**config.mk**
```make
export PLATFORM = sky130hd
export DESIGN_NAME = master_port_adapter
export DESIGN_NICKNAME = d
export VERILOG_FILES = /design/src/rtl/master_port_adapter.sv
export SDC_FILE = /design/constraint.sdc
export NUM_CORES = 1
export LEC_CHECK = 0
export ABC_AREA = 1
export CORE_MARGIN = 5
export CORE_UTILIZATION = 49
export CTS_CLUSTER_SIZE = 8
export DETAILED_ROUTE_END_ITERATION = 10
export PLACE_DENSITY = 0.76
export SYNTH_ARGS = -nofsm -noshare
export SYNTH_HDL_FRONTEND = slang
export SYNTH_SLANG_ARGS = --single-unit
```
**constraint.sdc**
```tcl
create_clock -name clk -period 4.1 [get_ports clk]
set_input_delay 0.615 -clock clk [delete_from_list [all_inputs] [get_ports clk]]
set_output_delay 0.615 -clock clk [all_outputs]
set_load 0.005 [all_outputs]
```
**src/rtl/master_port_adapter.sv**
```systemverilog
// Per-master crossbar front end: buffers client requests in a FIFO and
// issues them one at a time, returning completion, read data or timeout.
module master_port_adapter #(
    parameter int DW      = 32,
    parameter int DEPTH   = 4,
    parameter int TIMEOUT = 256
) (
    input  logic          clk,
    input  logic          rst_n,
    input  logic          in_valid,
    output logic          in_ready,
    input  logic          in_cmd,
    input  logic [31:0]   in_addr,
    input  logic [DW-1:0] in_wdata,
    output logic          out_valid,
    output logic          out_cmd,
    output logic [DW-1:0] out_rdata,
    output logic          out_err,
    output logic          req,
    output logic          cmd,
    output logic [31:0]   addr,
    output logic [DW-1:0] wdata,
    input  logic          ack,
    input  logic          resp,
    input  logic [DW-1:0] rdata
);

    localparam int PW = $clog2(DEPTH);
    localparam int CW = $clog2(DEPTH + 1);
    localparam int TW = $clog2(TIMEOUT);
    localparam logic [TW-1:0] TMAX = TW'(TIMEOUT - 1);
    localparam logic [CW-1:0] FULL = CW'(DEPTH);

    typedef enum logic [1:0] {
        IDLE,
        WAIT_ACK,
        WAIT_RESP
    } state_t;

    logic          r_mem_cmd   [DEPTH];
    logic [31:0]   r_mem_addr  [DEPTH];
    logic [DW-1:0] r_mem_wdata [DEPTH];

    logic [PW-1:0] r_wptr;
    logic [PW-1:0] r_rptr;
    logic [CW-1:0] r_count;

    state_t        r_state;
    logic [TW-1:0] r_timer;

    logic          r_req;
    logic          r_cmd;
    logic [31:0]   r_addr;
    logic [DW-1:0] r_wdata;
    logic          r_out_valid;
    logic          r_out_cmd;
    logic [DW-1:0] r_out_rdata;
    logic          r_out_err;

    logic w_full;
    logic w_push;
    logic w_ack_ev;
    logic w_resp_ev;
    logic w_tmo;
    logic w_pop;

    assign w_full    = (r_count == FULL);
    assign w_push    = in_valid && !w_full;
    assign w_ack_ev  = (r_state == WAIT_ACK) && ack;
    assign w_resp_ev = (r_state == WAIT_RESP) && resp;

    // An ack/resp arriving in the last allowed cycle beats the timeout.
    assign w_tmo = (r_state != IDLE) && (r_timer == TMAX)
                && !w_ack_ev && !w_resp_ev;

    // Head leaves the FIFO only once its transaction is finished.
    assign w_pop = (w_ack_ev && r_cmd) || w_resp_ev || w_tmo;

    assign in_ready  = !w_full;
    assign req       = r_req;
    assign cmd       = r_cmd;
    assign addr      = r_addr;
    assign wdata     = r_wdata;
    assign out_valid = r_out_valid;
    assign out_cmd   = r_out_cmd;
    assign out_rdata = r_out_rdata;
    assign out_err   = r_out_err;

    always_ff @(posedge clk) begin
        if (w_push) begin
            r_mem_cmd[r_wptr]   <= in_cmd;
            r_mem_addr[r_wptr]  <= in_addr;
            r_mem_wdata[r_wptr] <= in_wdata;
        end
    end

    always_ff @(posedge clk or negedge rst_n) begin
        if (!rst_n) begin
            r_wptr  <= '0;
            r_rptr  <= '0;
            r_count <= '0;
        end else begin
            if (w_push) begin
                r_wptr <= r_wptr + PW'(1);
            end
            if (w_pop) begin
                r_rptr <= r_rptr + PW'(1);
            end
            case ({w_push, w_pop})
                2'b10:   r_count <= r_count + CW'(1);
                2'b01:   r_count <= r_count - CW'(1);
                default: r_count <= r_count;
            endcase
        end
    end

    always_ff @(posedge clk or negedge rst_n) begin
        if (!rst_n) begin
            r_state     <= IDLE;
            r_timer     <= '0;
            r_req       <= 1'b0;
            r_cmd       <= 1'b0;
            r_addr      <= '0;
            r_wdata     <= '0;
            r_out_valid <= 1'b0;
            r_out_cmd   <= 1'b0;
            r_out_rdata <= '0;
            r_out_err   <= 1'b0;
        end else begin
            r_req       <= 1'b0;
            r_out_valid <= 1'b0;
            r_out_err   <= 1'b0;
            case (r_state)
                IDLE: begin
                    if (r_count != '0) begin
                        r_req   <= 1'b1;
                        r_cmd   <= r_mem_cmd[r_rptr];
                        r_addr  <= r_mem_addr[r_rptr];
                        r_wdata <= r_mem_wdata[r_rptr];
                        r_timer <= '0;
                        r_state <= WAIT_ACK;
                    end
                end
                WAIT_ACK: begin
                    if (ack) begin
                        if (r_cmd) begin
                            r_out_valid <= 1'b1;
                            r_out_cmd   <= 1'b1;
                            r_state     <= IDLE;
                        end else begin
                            r_timer <= '0;
                            r_state <= WAIT_RESP;
                        end
                    end else if (r_timer == TMAX) begin
                        r_out_valid <= 1'b1;
                        r_out_err   <= 1'b1;
                        r_out_cmd   <= r_cmd;
                        r_state     <= IDLE;
                    end else begin
                        r_timer <= r_timer + TW'(1);
                    end
                end
                WAIT_RESP: begin
                    if (resp) begin
                        r_out_valid <= 1'b1;
                        r_out_cmd   <= 1'b0;
                        r_out_rdata <= rdata;
                        r_state     <= IDLE;
                    end else if (r_timer == TMAX) begin
                        r_out_valid <= 1'b1;
                        r_out_err   <= 1'b1;
                        r_out_cmd   <= r_cmd;
                        r_state     <= IDLE;
                    end else begin
                        r_timer <= r_timer + TW'(1);
                    end
                end
                default: begin
                    r_state <= IDLE;
                end
            endcase
        end
    end

endmodule

```
# Word-level counts from Yosys, hierarchy flattened
# Memory sizes are Yosys's and may differ from the RTL's. A register that Yosys moved wholly into a read port is not among the register bits.
# Index checks and enable logic that the tools add are counted.
# Widths: inputs -> output; s select.
# word_totals
output_inout_bits	102
regBits	53
word_cells	83
ramBits	260
mem_count	3
# classes
mux	30
eq_ne	10
reduce_logical	25
n_addsub	5
# memory_table
memory	words	word_bits	rd	rd_clocked_by_memory_dff	write_ports	line_no	source
r_mem_addr	4	32	1	1	1	41	logic [31:0] r_mem_addr [DEPTH];
r_mem_wdata	4	32	1	1	1	42	logic [DW-1:0] r_mem_wdata [DEPTH];
r_mem_cmd	4	1	1	1	1	40	logic r_mem_cmd [DEPTH];
# ops
operator	n
$mux 8	5
$pmux 8 s3	1
$mux 1	14
$mux 2	5
$add 8x1->8 const B	1
$eq 8x8->1 const B	1
$logic_and 1x1->1	7
$logic_not 1->1	6
$ne 3x3->1 const B	2
$pmux 1 s2	3
$pmux 2 s3	1
$pmux 3 s2	1
$reduce_and 2->1	3
$reduce_bool 2->1	3
$reduce_bool 3->1	2
$add 2x1->2 const B	2
$eq 2x1->1 const B	2
$eq 2x2->1 const B	2
$ne 2x2->1 const B	2
$reduce_and 4->1	1
$add 3x1->3 const B	1
$eq 3x3->1 const B	1
$sub 3x1->3 const B	1
$logic_not 2->1	1
$logic_or 1x1->1	2

# Logic depth before layout (Yosys ltp)
# logic_depth
ltp_word	8
ltp_mapped	12

# Worst setup path before layout
# OpenSTA, ideal clock, no wires.
# synth_path
path_kind	input to register
startpoint	input in_valid
endpoint	memory r_mem_addr[0][0] (enable)
setup_slack_ps	97
path_stages	2
setup_time_ps	489
path_buffers	0
arrival_time_ps	3514
cell_sequence	nand2_1 -> nor2_1
# synth_between
elab_chain_len	3
# synth_rtl
item	line_no	source
start, declared	10	input logic in_valid,
$logic_and 1x1->1	68	assign w_push = in_valid && !w_full;
$mux 1	90	if (w_push) begin
$mux 1 (implied by the code)	92	r_mem_addr[r_wptr] <= in_addr;
end, declared	41	
# No other way between the ends.

# Final worst setup path
# layout_path
startpoint	register r_count[1]
endpoint	register r_count[2]
# layout_between
elab_chain_len	5
elab_cells_between_ends	9
classes_between	add/sub (2); eq/ne (3); mux (1); reduce/logical (3)
# layout_rtl
item	line_no	source
start, declared	46	logic [CW-1:0] r_count;
start signal, assigned	110	2'b10: r_count <= r_count + CW'(1);
start signal, assigned	111	2'b01: r_count <= r_count - CW'(1);
start signal, assigned	112	default: r_count <= r_count;
$eq 3x3->1	67	assign w_full = (r_count == FULL);
$logic_not 1->1	68	
$logic_and 1x1->1	68	
$eq 2x1->1 / $eq 2x2->1 (equally long branches)	109	case ({w_push, w_pop})
$pmux 3 s2 / $reduce_bool 2->1 (equally long branches)	--	
# Parallel ways exist; a longest one is shown, timed or not.
# A chain may end at the register's enable or synchronous reset.

==> flow_summary.json <==
{
  "root_buffer": "clkbuf_16",
  "syn_nets": 1264,
  "cp.required_ns": 4.51,
  "io_buffers": 203,
  "rsz0062_at_grt": "false",
  "vias": 9432,
  "p_seq_share_pct": 40.4,
  "yosys_most_used_dff": "edfxtp_1",
  "cts-htree-levels": 2,
  "areaGrowthSynthToFinish_pct": 27.07,
  "ctsResizeCount": 0,
  "synth.most_common_cell": "nor2_1",
  "hp-class": "in -> async",
  "dp_hpwl_um": 18850,
  "powerDensity_nw_per_um2": 774.7,
  "yosysTopAreaCellShare_pct": 53.77,
  "async_reset_ff_share_pct": 31.22,
  "grt_pass1_wl_um": 51670,
  "cts_tree": "done",
  "intPower_w": 0.009648,
  "synth_top_cell_by_area": "edfxtp_1",
  "critPathSlowestCell": "nand2_1",
  "antennaDiodeCount": 0,
  "avgSynthCellArea_sq_um": 12.61,
  "wire_per_inst_um": 17.93,
  "antenna_found_initial": 1,
  "numCtsBuffers": 53,
  "crit_type": "reg -> reg",
  "hold_viol": 0,
  "cap_violations": 0,
  "start_util_pct": 49.25,
  "wl_um": 32240,
  "switching_power_w": 0.004645,
  "outcome": "finished, final reports clean",
  "syn-cell-area_sq_um": 14520,
  "gp_congestion": 0.7872,
  "clock_latency_ns": 0.55,
  "via_per_inst": 5.246,
  "timing.fmax_mhz": 420.5,
  "track_usage_pct": 19.34,
  "clk_pin_slew_ns": 0.05,
  "arrival_ns": 2.79,
  "dieHeight_um": 182.1,
  "ys_seq_elements": 378,
  "fin_setup_tns_ns": 0,
  "ant_nets": 0,
  "worstPathCellList": "nor2_2 > nand2_1 > nand2_1 > ha_1 > inv_1 > fa_1 > a21oi_1 > o21ai_0 > xor2_1",
  "power_leakage_nw": 6.803,
  "ctsLongestPathBuffers": 3,
  "fin_util_pct": 62.58,
  "post_cts_buffers": 0,
  "setup_viol": 0,
  "fin_skew_ns": 0.01971,
  "die-area_sq_um": 33170,
  "yosys_warnings": 0,
  "slew_headroom_pct": 32.87,
  "grt_pass1_vias": 9852,
  "cts_sinks": 378,
  "core_area_sq_um": 29480,
  "p_sw_share_pct": 32.50,
  "worst-slew-pin-transition_ns": 1.007,
  "die_x_um": 182.1,
  "ys_top_cells_by_area": "edfxtp_1, dfrtp_1, nor2_1",
  "io_pins": 204,
  "grt_max_degree": 102,
  "drt_iter0_drc": 599,
  "netlist_top_cells_count": "nor2_1, edfxtp_1, dfrtp_1, o21ai_1, a31oi_1",
  "ys_seq_area_share_pct": 74.11,
  "p_comb_share_pct": 31.9,
  "firstDrtPassIters": 5,
  "cts_hold_repair.buffers": 0,
  "path_delay_family": "simple AND/OR/NAND/NOR gates",
  "synth_edf_count": 260,
  "num-fill-cells": 2197,
  "worstPathMaxFanout": 8,
  "layout-drive-gt1-share_pct": 6.747,
  "num_rows": 63,
  "nets": 1479,
  "synthDistinctLibCells": 28,
  "drv_slew": 0,
  "slowest_delay_ns": 0.43,
  "power.share.clock_pct": 27.7,
  "startpoint_type": "flip-flop",
  "synthCells": 1151,
  "ir_worst_vdd_mv": 0.4775,
  "drc": 0,
  "cp_common_cell": "nand2_1",
  "endpoint_kind": "flip-flop",
  "path_buf_inv": 1,
  "grt_overflow_total": 0,
  "finalCritPeriodShare_pct": 58.00,
  "min_period_ns": 2.378
}
-- through the flow --
| step | hold slack (ns) | power [W] | cell area, sq um | setup slack (ns) | cells |
|---|---|---|---|---|---|
| 6_report | 0.2187 | 0.01429 | 18450 | 1.722 | 1798 |
| 5_1_grt | 0.3104 | 0.01520 | 18450 | 1.519 | 1798 |
| 4_1_cts | 0.2634 | 0.01445 | 18450 | 1.713 | 1798 |
| 3_5_place_dp | 0.4800 | 0.01042 | 16900 | 1.365 | 1701 |
| 3_3_place_gp | 0.4725 | 0.01027 | 16900 | 1.413 | 1701 |
| 2_1_floorplan | 0.3194 | 0.008440 | 14520 | 0.09743 | 1151 |
-- path summary, 6_finish.rpt --
path	start	end	slack, ns	cells after the start
worst max-delay path	r_count[1]	r_count[2]	1.72	9
worst min-delay path	rst_n	out_rdata[0]	0.22	1
worst max register to register	r_count[1]	r_count[2]	1.72	9
max in group asynchronous	rst_n	wdata[2]	3.00	2
worst min register to register	out_rdata[4]	out_rdata[4]	0.49	1
min in group clk	out_rdata[4]	out_rdata[4]	0.49	1
-- worst reg2reg max path: stages, from the launching register on --
cell	delay (ns)
dfrtp_1	0.40
nor2_2	0.21
nand2_1	0.09
nand2_1	0.43
ha_1	0.24
inv_1	0.07
fa_1	0.41
a21oi_1	0.15
o21ai_0	0.12
xor2_1	0.15
-- power by group through the flow --
stage          registers (W)  clock network, W  logic (W)
3_3_place_gp         0.00580                 0    0.00446
4_1_cts              0.00578           0.00405    0.00462
6_report             0.00577           0.00396    0.00456
3_5_place_dp         0.00584                 0    0.00459
2_1_floorplan        0.00574                 0    0.00270
5_1_grt              0.00588           0.00422    0.00510
-- sequential cells by signal, summed over array words and instances (netlist names) --
name and cells:
addr 32, cmd 1, out_cmd 1, out_err 1, out_rdata 32, out_valid 1
r_count 3, r_mem_addr 128, r_mem_cmd 4, r_mem_wdata 128, r_rptr 2, r_state 2
r_timer 8, r_wptr 2, req 1, wdata 32
-- layer usage --
metal	vias to the layer above	GRT usage, %	share of wire (%)
met5	-	0	0.022
met4	2	5.134	1.8
met3	52	4.425	7.4
met2	337	32.91	49
met1	4590	25.31	42
li1	4451	-	-
-- cells by family after synthesis --
family / count (synthesis) / share of synthesized area (%)
multiplexers: 32 / 2.482
flip-flops: 378 / 74.11
AO/OA/AOI/OAI: 216 / 8.092
AND/OR/NAND/NOR: 411 / 10.96
adder cells (fa/ha/maj): 11 / 0.9997
buffers and inverters: 99 / 3.111
XOR/XNOR: 4 / 0.2413
-- placed cells by master, fill, tap and decap left out, drive strengths merged, types with 10 or more instances in the layout --
master | Yosys | routed
nand2 | 48 | 48
ha | 10 | 10
a31oi | 64 | 64
nor2 | 346 | 346
edfxtp | 260 | 260
mux2 | 32 | 32
clkdlybuf4s50 | 0 | 202
inv | 38 | 39
o21ai | 142 | 142
clkbuf | 9 | 94
buf | 51 | 18
dfrtp | 118 | 118
nand3 | 15 | 15
-- layout make-up --
class / count / area [sq um] / area share, %
timing repair buffer: 220 / 2161 / 11.71
inverter: 39 / 148.9 / 0.8071
multi-input combinational: 674 / 3337 / 18.09
clock inverter: 3 / 47.55 / 0.2577
tap: 390 / 488.0 / 2.645
clock buffer: 94 / 1501 / 8.138
sequential: 378 / 10770 / 58.35
No activity file was read; power rests on OpenSTA's default activity.
